<file path="config.mk">
export PLATFORM = sky130hd
export DESIGN_NAME = sr_bank_writer
export DESIGN_NICKNAME = d
export VERILOG_FILES = /design/src/rtl/sr_bank_pkg.sv /design/src/rtl/sr_excite.sv /design/src/rtl/sr_bank_writer.sv
export SDC_FILE = /design/constraint.sdc
export NUM_CORES = 1
export LEC_CHECK = 0
export CAP_MARGIN = 20
export CORE_UTILIZATION = 50
export CTS_CLUSTER_SIZE = 10
export DETAILED_ROUTE_END_ITERATION = 16
export HOLD_SLACK_MARGIN = 0.03
export PLACE_DENSITY = 0.9
export SLEW_MARGIN = 20
export SYNTH_ARGS = -nofsm -noshare
export SYNTH_HDL_FRONTEND = slang
export SYNTH_SLANG_ARGS = --single-unit
</file>
<file path="constraint.sdc">
create_clock -name clk -period 3.3 [get_ports clk]
set_input_delay 0.66 -clock clk [delete_from_list [all_inputs] [get_ports clk]]
set_output_delay 0.66 -clock clk [all_outputs]
set_load 0.1 [all_outputs]
</file>
<file path="src/rtl/sr_bank_pkg.sv">
// Shared definitions for the SR flip-flop bank writer.
package sr_bank_pkg;

    localparam int unsigned DEFAULT_WIDTH = 8;

    typedef enum logic [1:0] {
        IDLE  = 2'd0,
        DRIVE = 2'd1,
        CHECK = 2'd2
    } state_e;

endpackage

</file>
<file path="src/rtl/sr_excite.sv">
// Per-bit SR excitation table: set where target is 1 and current is 0, reset where
// target is 0 and current is 1, both gated by enable. S and R are mutually exclusive.
module sr_excite
    import sr_bank_pkg::*;
#(
    parameter int unsigned WIDTH = DEFAULT_WIDTH
) (
    input  logic [WIDTH-1:0] cur,
    input  logic [WIDTH-1:0] tgt,
    input  logic [WIDTH-1:0] en,
    output logic [WIDTH-1:0] s_c,
    output logic [WIDTH-1:0] r_c
);

    // Excitation: 00 hold, 10 set, 01 clear; 11 is never produced.
    always_comb begin
        s_c = tgt & ~cur & en;
        r_c = ~tgt & cur & en;
    end

endmodule

</file>
<file path="src/rtl/sr_bank_writer.sv">
// Writes masked data into an external SR flip-flop bank with a one-cycle S/R pulse,
// then reads the bank back and records mismatching bits in sticky error flags.
module sr_bank_writer
    import sr_bank_pkg::*;
#(
    parameter int unsigned WIDTH = DEFAULT_WIDTH
) (
    input  logic             clk,
    input  logic             RST,
    input  logic             wr_valid,
    output logic             wr_ready,
    input  logic [WIDTH-1:0] wr_data,
    input  logic [WIDTH-1:0] wr_mask,
    output logic [WIDTH-1:0] S,
    output logic [WIDTH-1:0] R,
    input  logic [WIDTH-1:0] Q_fb,
    input  logic             clr_err,
    output logic             err,
    output logic [WIDTH-1:0] err_bits
);

    state_e           state_q, state_d;
    logic             wr_ready_q, wr_ready_d;
    logic [WIDTH-1:0] cur_q, cur_d;
    logic [WIDTH-1:0] tgt_q, tgt_d;
    logic [WIDTH-1:0] mask_q, mask_d;
    logic [WIDTH-1:0] s_q, s_d;
    logic [WIDTH-1:0] r_q, r_d;
    logic             err_q, err_d;
    logic [WIDTH-1:0] err_bits_q, err_bits_d;

    logic             accept_c;
    logic [WIDTH-1:0] req_tgt_c;
    logic [WIDTH-1:0] exc_s_c, exc_r_c;
    logic [WIDTH-1:0] mis_c;

    // Request handshake and the target value a request would produce.
    always_comb begin
        accept_c  = (state_q == IDLE) && wr_ready_q && wr_valid;
        req_tgt_c = (Q_fb & ~wr_mask) | (wr_data & wr_mask);
        mis_c     = (Q_fb ^ tgt_q) & mask_q;
    end

    // Excitation for the request being accepted; registered into the DRIVE pulse.
    sr_excite #(
        .WIDTH (WIDTH)
    ) u_excite (
        .cur (Q_fb),
        .tgt (req_tgt_c),
        .en  (wr_mask),
        .s_c (exc_s_c),
        .r_c (exc_r_c)
    );

    // State register.
    always_ff @(posedge clk or negedge RST) begin
        if (!RST) begin
            state_q <= IDLE;
        end else begin
            state_q <= state_d;
        end
    end

    // Next-state: IDLE waits for a request, DRIVE and CHECK last one cycle each.
    always_comb begin
        state_d = state_q;
        unique case (state_q)
            IDLE:    if (accept_c) state_d = DRIVE;
            DRIVE:   state_d = CHECK;
            CHECK:   state_d = IDLE;
            default: state_d = IDLE;
        endcase
    end

    // Output/datapath next values: request capture, S/R pulse, ready, sticky errors.
    always_comb begin
        cur_d      = cur_q;
        tgt_d      = tgt_q;
        mask_d     = mask_q;
        s_d        = '0;
        r_d        = '0;
        wr_ready_d = (state_d == IDLE);
        err_d      = err_q;
        err_bits_d = err_bits_q;

        if (accept_c) begin
            cur_d  = Q_fb;
            tgt_d  = req_tgt_c;
            mask_d = wr_mask;
            s_d    = exc_s_c;
            r_d    = exc_r_c;
        end

        // A mismatch seen on the CHECK exit edge wins over a simultaneous clear.
        if ((state_q == CHECK) && (mis_c != '0)) begin
            err_d      = 1'b1;
            err_bits_d = clr_err ? mis_c : (err_bits_q | mis_c);
        end else if (clr_err) begin
            err_d      = 1'b0;
            err_bits_d = '0;
        end
    end

    // Datapath and output registers; reset kills any in-flight pulse at once.
    always_ff @(posedge clk or negedge RST) begin
        if (!RST) begin
            cur_q      <= '0;
            tgt_q      <= '0;
            mask_q     <= '0;
            s_q        <= '0;
            r_q        <= '0;
            wr_ready_q <= 1'b0;
            err_q      <= 1'b0;
            err_bits_q <= '0;
        end else begin
            cur_q      <= cur_d;
            tgt_q      <= tgt_d;
            mask_q     <= mask_d;
            s_q        <= s_d;
            r_q        <= r_d;
            wr_ready_q <= wr_ready_d;
            err_q      <= err_d;
            err_bits_q <= err_bits_d;
        end
    end

    // The captured current value is kept for debug visibility of the last request.
    logic unused_cur_c;
    always_comb unused_cur_c = ^cur_q;

    // Registered outputs.
    always_comb begin
        wr_ready = wr_ready_q;
        S        = s_q;
        R        = r_q;
        err      = err_q;
        err_bits = err_bits_q;
    end

endmodule

</file>
**Yosys cells after proc, flatten, opt, wreduce, memory -nomap -nowiden**

Cells that the tools add are included.

- $add $sub $neg: 0
- Multipliers: 0
- Divide/modulo/power cells: 0
- $lt $le $gt $ge: 0
- Equality and inequality tests: 2
- Shift-type cells: 0
- Mux-type cells: 9
- Bitwise logic cells: 13
- Reductions and logical operators: 7

Operators by type and width:

| cell | count |
|---|---|
| $and 8x8->8 | 7 |
| $mux 8 | 5 |
| $not 8->8 | 3 |
| $or 8x8->8 | 2 |
| $reduce_bool 8->1 | 1 |
| $xor 8x8->8 | 1 |
| $logic_not 2->1 | 2 |
| $pmux 2 s2 | 1 |
| $logic_and 1x1->1 | 3 |
| $eq 2x1->1 const B | 1 |
| $eq 2x2->1 const B | 1 |
| $mux 1 | 2 |
| $mux 2 | 1 |
| $reduce_bool 2->1 | 1 |

- Register bits after elaboration: 44
- Latch bits: 0
- RAM bits: 0
- ROM bits: 0
- Input port bits: 28
- Memories: 0

**Depth between registers and ports, before layout**

- Depth after elaboration: 7
- Mapped depth: 5

**Cells and area by module**

From an unflattened synthesis, not the netlist that was laid out.

- Cell total of the unflattened synthesis: 149
- Area total of the unflattened synthesis: 1,905.6 um^2

By module, submodules not included:

| module | times used | cells an instance | area an instance (um^2) |
|---|---|---|---|
| sr_bank_writer | 1 | 133 | 1,765.4 |
| sr_excite | 1 | 16 | 140.1 |

**Worst setup path before layout**

OpenSTA, ideal clock, no wires.

- Path kind: reg-to-reg
- From: register wr_ready_q, in the netlist wr_ready
- To: register s_q[0], in the netlist S[0]
- Setup time: 80 ps
- Arrival: 1,579 ps
- Setup slack: 1,641 ps
- Stages on the path, launching flop included: 5
- Path buffers: 0
- Cells stage by stage: dfrtp_1 -> nand3_4 -> clkinv_4 -> nand2_4 -> nor3b_2

- Longest elaborated chain between the ends: 3

Ends and longest elaborated chain:

| what | line | text |
|---|---|---|
| start, declared | sr_bank_writer.sv:23 | `logic wr_ready_q, wr_ready_d;` |
| start signal, assigned | sr_bank_writer.sv:121 | `wr_ready_q <= wr_ready_d;` |
| $logic_and 1x1->1 (2 in series) | sr_bank_writer.sv:39 | `accept_c = (state_q == IDLE) && wr_ready_q && wr_valid;` |
| $mux 8 | sr_bank_writer.sv:86 | `if (accept_c) begin` |
| named net s_d[0] | sr_bank_writer.sv:27 | `logic [WIDTH-1:0] s_q, s_d;` |
| end signal, assigned | sr_bank_writer.sv:110 | `s_q <= '0;` |
| end signal, assigned | sr_bank_writer.sv:119 | `s_q <= s_d;` |
| end, declared | sr_bank_writer.sv:27 |  |

The timed path passes the listed nets, and every way through them passes these cells.
A chain may end at the register's enable or synchronous reset.

**Worst setup path in the final report**

- From: register s_q[2], in the netlist S[2]
- To: output S[2]

RTL lines:

| what | line | text |
|---|---|---|
| end, declared | sr_bank_writer.sv:14 | `output logic [WIDTH-1:0] S,` |

No word-level cell between the ends.

==> run summary <==
The flow ran to the end, and the final reports show no timing, DRC or antenna violations. STA classifies the critical path endpoint as a primary output. The type of the setup path with the least slack is reg2out.

The average instance in the mapped netlist occupies 12.1 um2. The count of nets left with antenna violations once routing finished came out at 0. The number of flops mapped to enable cells by yosys is 0, and the multiplexer fraction of the synthesized cell area is 4.21%.

The total power consumption of the routed design was 1.94 mW. On the final layout, the worst clock skew is 6.55 ps. After Yosys synthesis, full adders, half adders and majority gates account for 0% of the synthesized area. The repair_antennas step left the layout with diodes totalling 0. The final number of setup-violating endpoints was 0.

Cell depth of the worst setup path: 1. In the layout the commonest cells are 44 x dfrtp_1, 32 x nand2_1, 31 x clkdlybuf4s50_1, 21 x buf_4, 16 x nor3b_2. The count of endpoints failing hold in the final timing report was 0. The kind of cell adding the most delay to the critical path was buffers and inverters.

The tools report the number of global-route vias before repair as 1345. After global routing, the most crowded layer is met2. For this block, the initial DRC count from the detailed router was 74. For this run, design rule violations remaining after detail routing come to 0. The pre-antenna-repair detailed-routing pass consisted of 4 iterations. For the final total negative setup slack, the log shows 0 ps.

The highest clock frequency the design can meet was 417 MHz; the number of synthesized register bits was 44. After synthesis, the largest family of logic cells by area is simple AND/OR/NAND/NOR gates. The total number of yosys warnings came out at 0. For the first-pass GRT wire length, the log shows 6020 um. The final net count is 241. The most critical setup path has its startpoint at S[2]$_DFF_PN0_.

The xor/xnor cell area share of the yosys netlist is 3.69%, and the worst path buffer plus inverter count is 1. TritonCTS built the clock tree. Power spread over the standard cell area amounts to 779 mW/mm2. For this run the aggregate overflow at the end of global routing stands at 0.

Buffers placed on the I/O ports in this run total 53. Number of buffers created by CTS: 5. The width of the chip was 63.7 um; the proportion of netlist area held by the largest area contributor was 57.9%. The tools report the starting utilization of the core area as 51.9%. Setup repair after global routing left no endpoint under its margin. Cell count after synthesis: 157. The post-DP HPWL came out at 2390 um.

The cell taking the most area after synthesis was dfrtp_1. The signal on the critical path passes through clkdlybuf4s50_1. The number of maximum-capacitance constraint violations was 0; the area overhead of the layout relative to synthesis was 31.2%. Entering global routing, the biggest net connects 45 pins.

The floorplan step defined a die boundary enclosing 0.00405 mm2. The run gives 0 as the total count of max-transition violations in the final report. For met2 alone, demand over resource in global routing was 34.0%. Buffers added to address setup during post-CTS repair amount to 0. The per-cell via count in the routed design was 5.02; the last weighted congestion value of the routability-driven placer was 0.764. In this run the number of H-tree levels came out at 2. After detailed routing, the total wire length is 3470 um.

Of the available clock period, the critical path in the final layout requires 72.7%. Of the cells placed in the final design, the portion with a size suffix greater than 1 is 26.3%. When the netlist entered floorplanning its net count stood at 185.

The mapped netlist covers 0.00190 mm2. The number of hold buffers added after CTS was 0. The clock passes through at most 2 buffers. The synthesized netlist contains 21 unique library cells. In this run the tightest slew margin relative to its limit is 36.0%. Pin placement for this block handled 54 I/O pins. The share of flip-flops with an asynchronous set or reset after synthesis works out to 100%. The synthesized-area fraction occupied by ao, oa, aoi and oai cells is 7.31%. Global routing used 19.9% of the available tracks. In this run the worst setup path terminates at S[2]. The tools report the capturing point of the worst reg2reg path as S[2]$_DFF_PN0_. The clock latency at the later pin of the worst-skew pair was 290 ps. Of the total synthesized cell area, the portion taken by AND, OR, NAND and NOR gates is 23.7%. CTS placed an instance of clkbuf_8 at the clock tree root. The final standard cell utilization of the core is 68.1%. By area the synthesized netlist is led by dfrtp_1 58%, nor3b_2 11%, nand2_1 6.3%. The critical-path maximum fanout was 1. The routed layout has 1310 vias.

The part of the Yosys area used for sequential elements was 57.9%. The floorplan step defined a core boundary enclosing 0.00366 mm2. The clock-pin slew on the worst setup and hold paths was 80 ps.

The number of rows in the core area was 22. Across all register-to-register paths, the minimum setup slack is 1870 ps. The leakage power summed over all cells is 1.20 nW. The leading cell type in the layout, fill and taps excluded was dfrtp_1. The delay of the slowest critical-path stage works out to 1120 ps.

Subtracting the final worst setup slack from the clock period gives 2400 ps. The number of resized instances in the post-cts repair step came out at 0. The vertical die dimension is 63.7 um, and the data arrival at the endpoint of the critical path is 1740 ps. Type of element launching the critical path: a flip-flop. The number of cells traversed by the worst register-to-register path is 5. The clock drives 44 sinks.

Data on the critical path is required at its endpoint by 2640 ps. The classification of the worst-slack hold path was in2async. In the global route stage, met3 resource usage came out at 4.35%. At the pin with the least slew margin, the transition time is 957 ps.

For this run, the leading register cell type out of synthesis is dfrtp_1. VDD sags by at most 716 uV. Average wire per cell in the routed design: 13.3 um. The worst reg2reg path startpoint was state_q[1]$_DFF_PN0_. The logs give 0 for the initial antenna violation count and 23.8% for the met1 track demand over resource. The slowest stage of the critical path is the clkdlybuf4s50_1 cell.
-- through the flow --
stage | setup slack (ps) | hold WS (ps) | area, um2 | cells
finish | 900 | 503 | 2490 | 261
global route | 861 | 535 | 2490 | 261
CTS | 885 | 504 | 2490 | 261
detailed placement | 1210 | 493 | 2420 | 254
global placement | 1230 | 473 | 2420 | 254
floorplan | 1640 | 364 | 1900 | 157
-- cells by family after synthesis --
logic type,Yosys count
AOI/OAI and AO/OA,22
xor gates and xnor gates,8
buffers and inverters,14
DFF,44
muxes,8
and+or+nand+nor,61
-- worst min path at each step --
stage | from | to | slack (ps)
after floorplan | RST | R[0]$_DFF_PN0_ | 360
after global placement | state_q[1]$_DFF_PN0_ | state_q[1]$_DFF_PN0_ | 470
after detailed placement | state_q[1]$_DFF_PN0_ | state_q[1]$_DFF_PN0_ | 490
after CTS | state_q[1]$_DFF_PN0_ | state_q[1]$_DFF_PN0_ | 500
after global routing | mask_q[0]$_DFFE_PN0P_ | mask_q[0]$_DFFE_PN0P_ | 530
final | RST | err_bits[0]$_DFFE_PN0P_ | 500
-- per-layer routing --
layer | part of all wire, % | vias to the layer above
met3 | 5.0 | 5
met4 | 1.3 | 0
met5 | 0 | -
li1 | - | 634
met1 | 43 | 631
met2 | 51 | 40
-- flip-flops by register name (all words and copies together) (netlist names) --
register / count
R: 8
S: 8
err: 1
err_bits: 8
mask_q: 8
state_q: 2
tgt_q: 8
wr_ready: 1
-- where the power goes --
part / leakage, nW / switching (mW) / internal, mW
combinational: 0.576 / 0.609 / 0.236
clock: 0.0410 / 0.165 / 0.144
sequential: 0.580 / 0.101 / 0.687
total: 1.20 / 0.875 / 1.07
-- synth_stat cells, types with 2 or more instances --
master    n
a22oi_1   4
buf_2     2
dfrtp_1  44
inv_1     9
mux2i_1   8
nand2_1  32
nand2_4   8
nor3b_2  16
o21ai_0   8
o22ai_1   8
xor2_1    8
-- layout make-up --
cell class	instances	area, um2
Clock buffer	6	72.6
Multi-Input combinational cell	99	739
Fill cell	285	1170
Timing Repair Buffer	53	473
Sequential cell	44	1100
Inverter	10	42.5
Tap cell	48	60.1
Clock inverter	1	5.00
No activity file was read; power rests on OpenSTA's default activity.
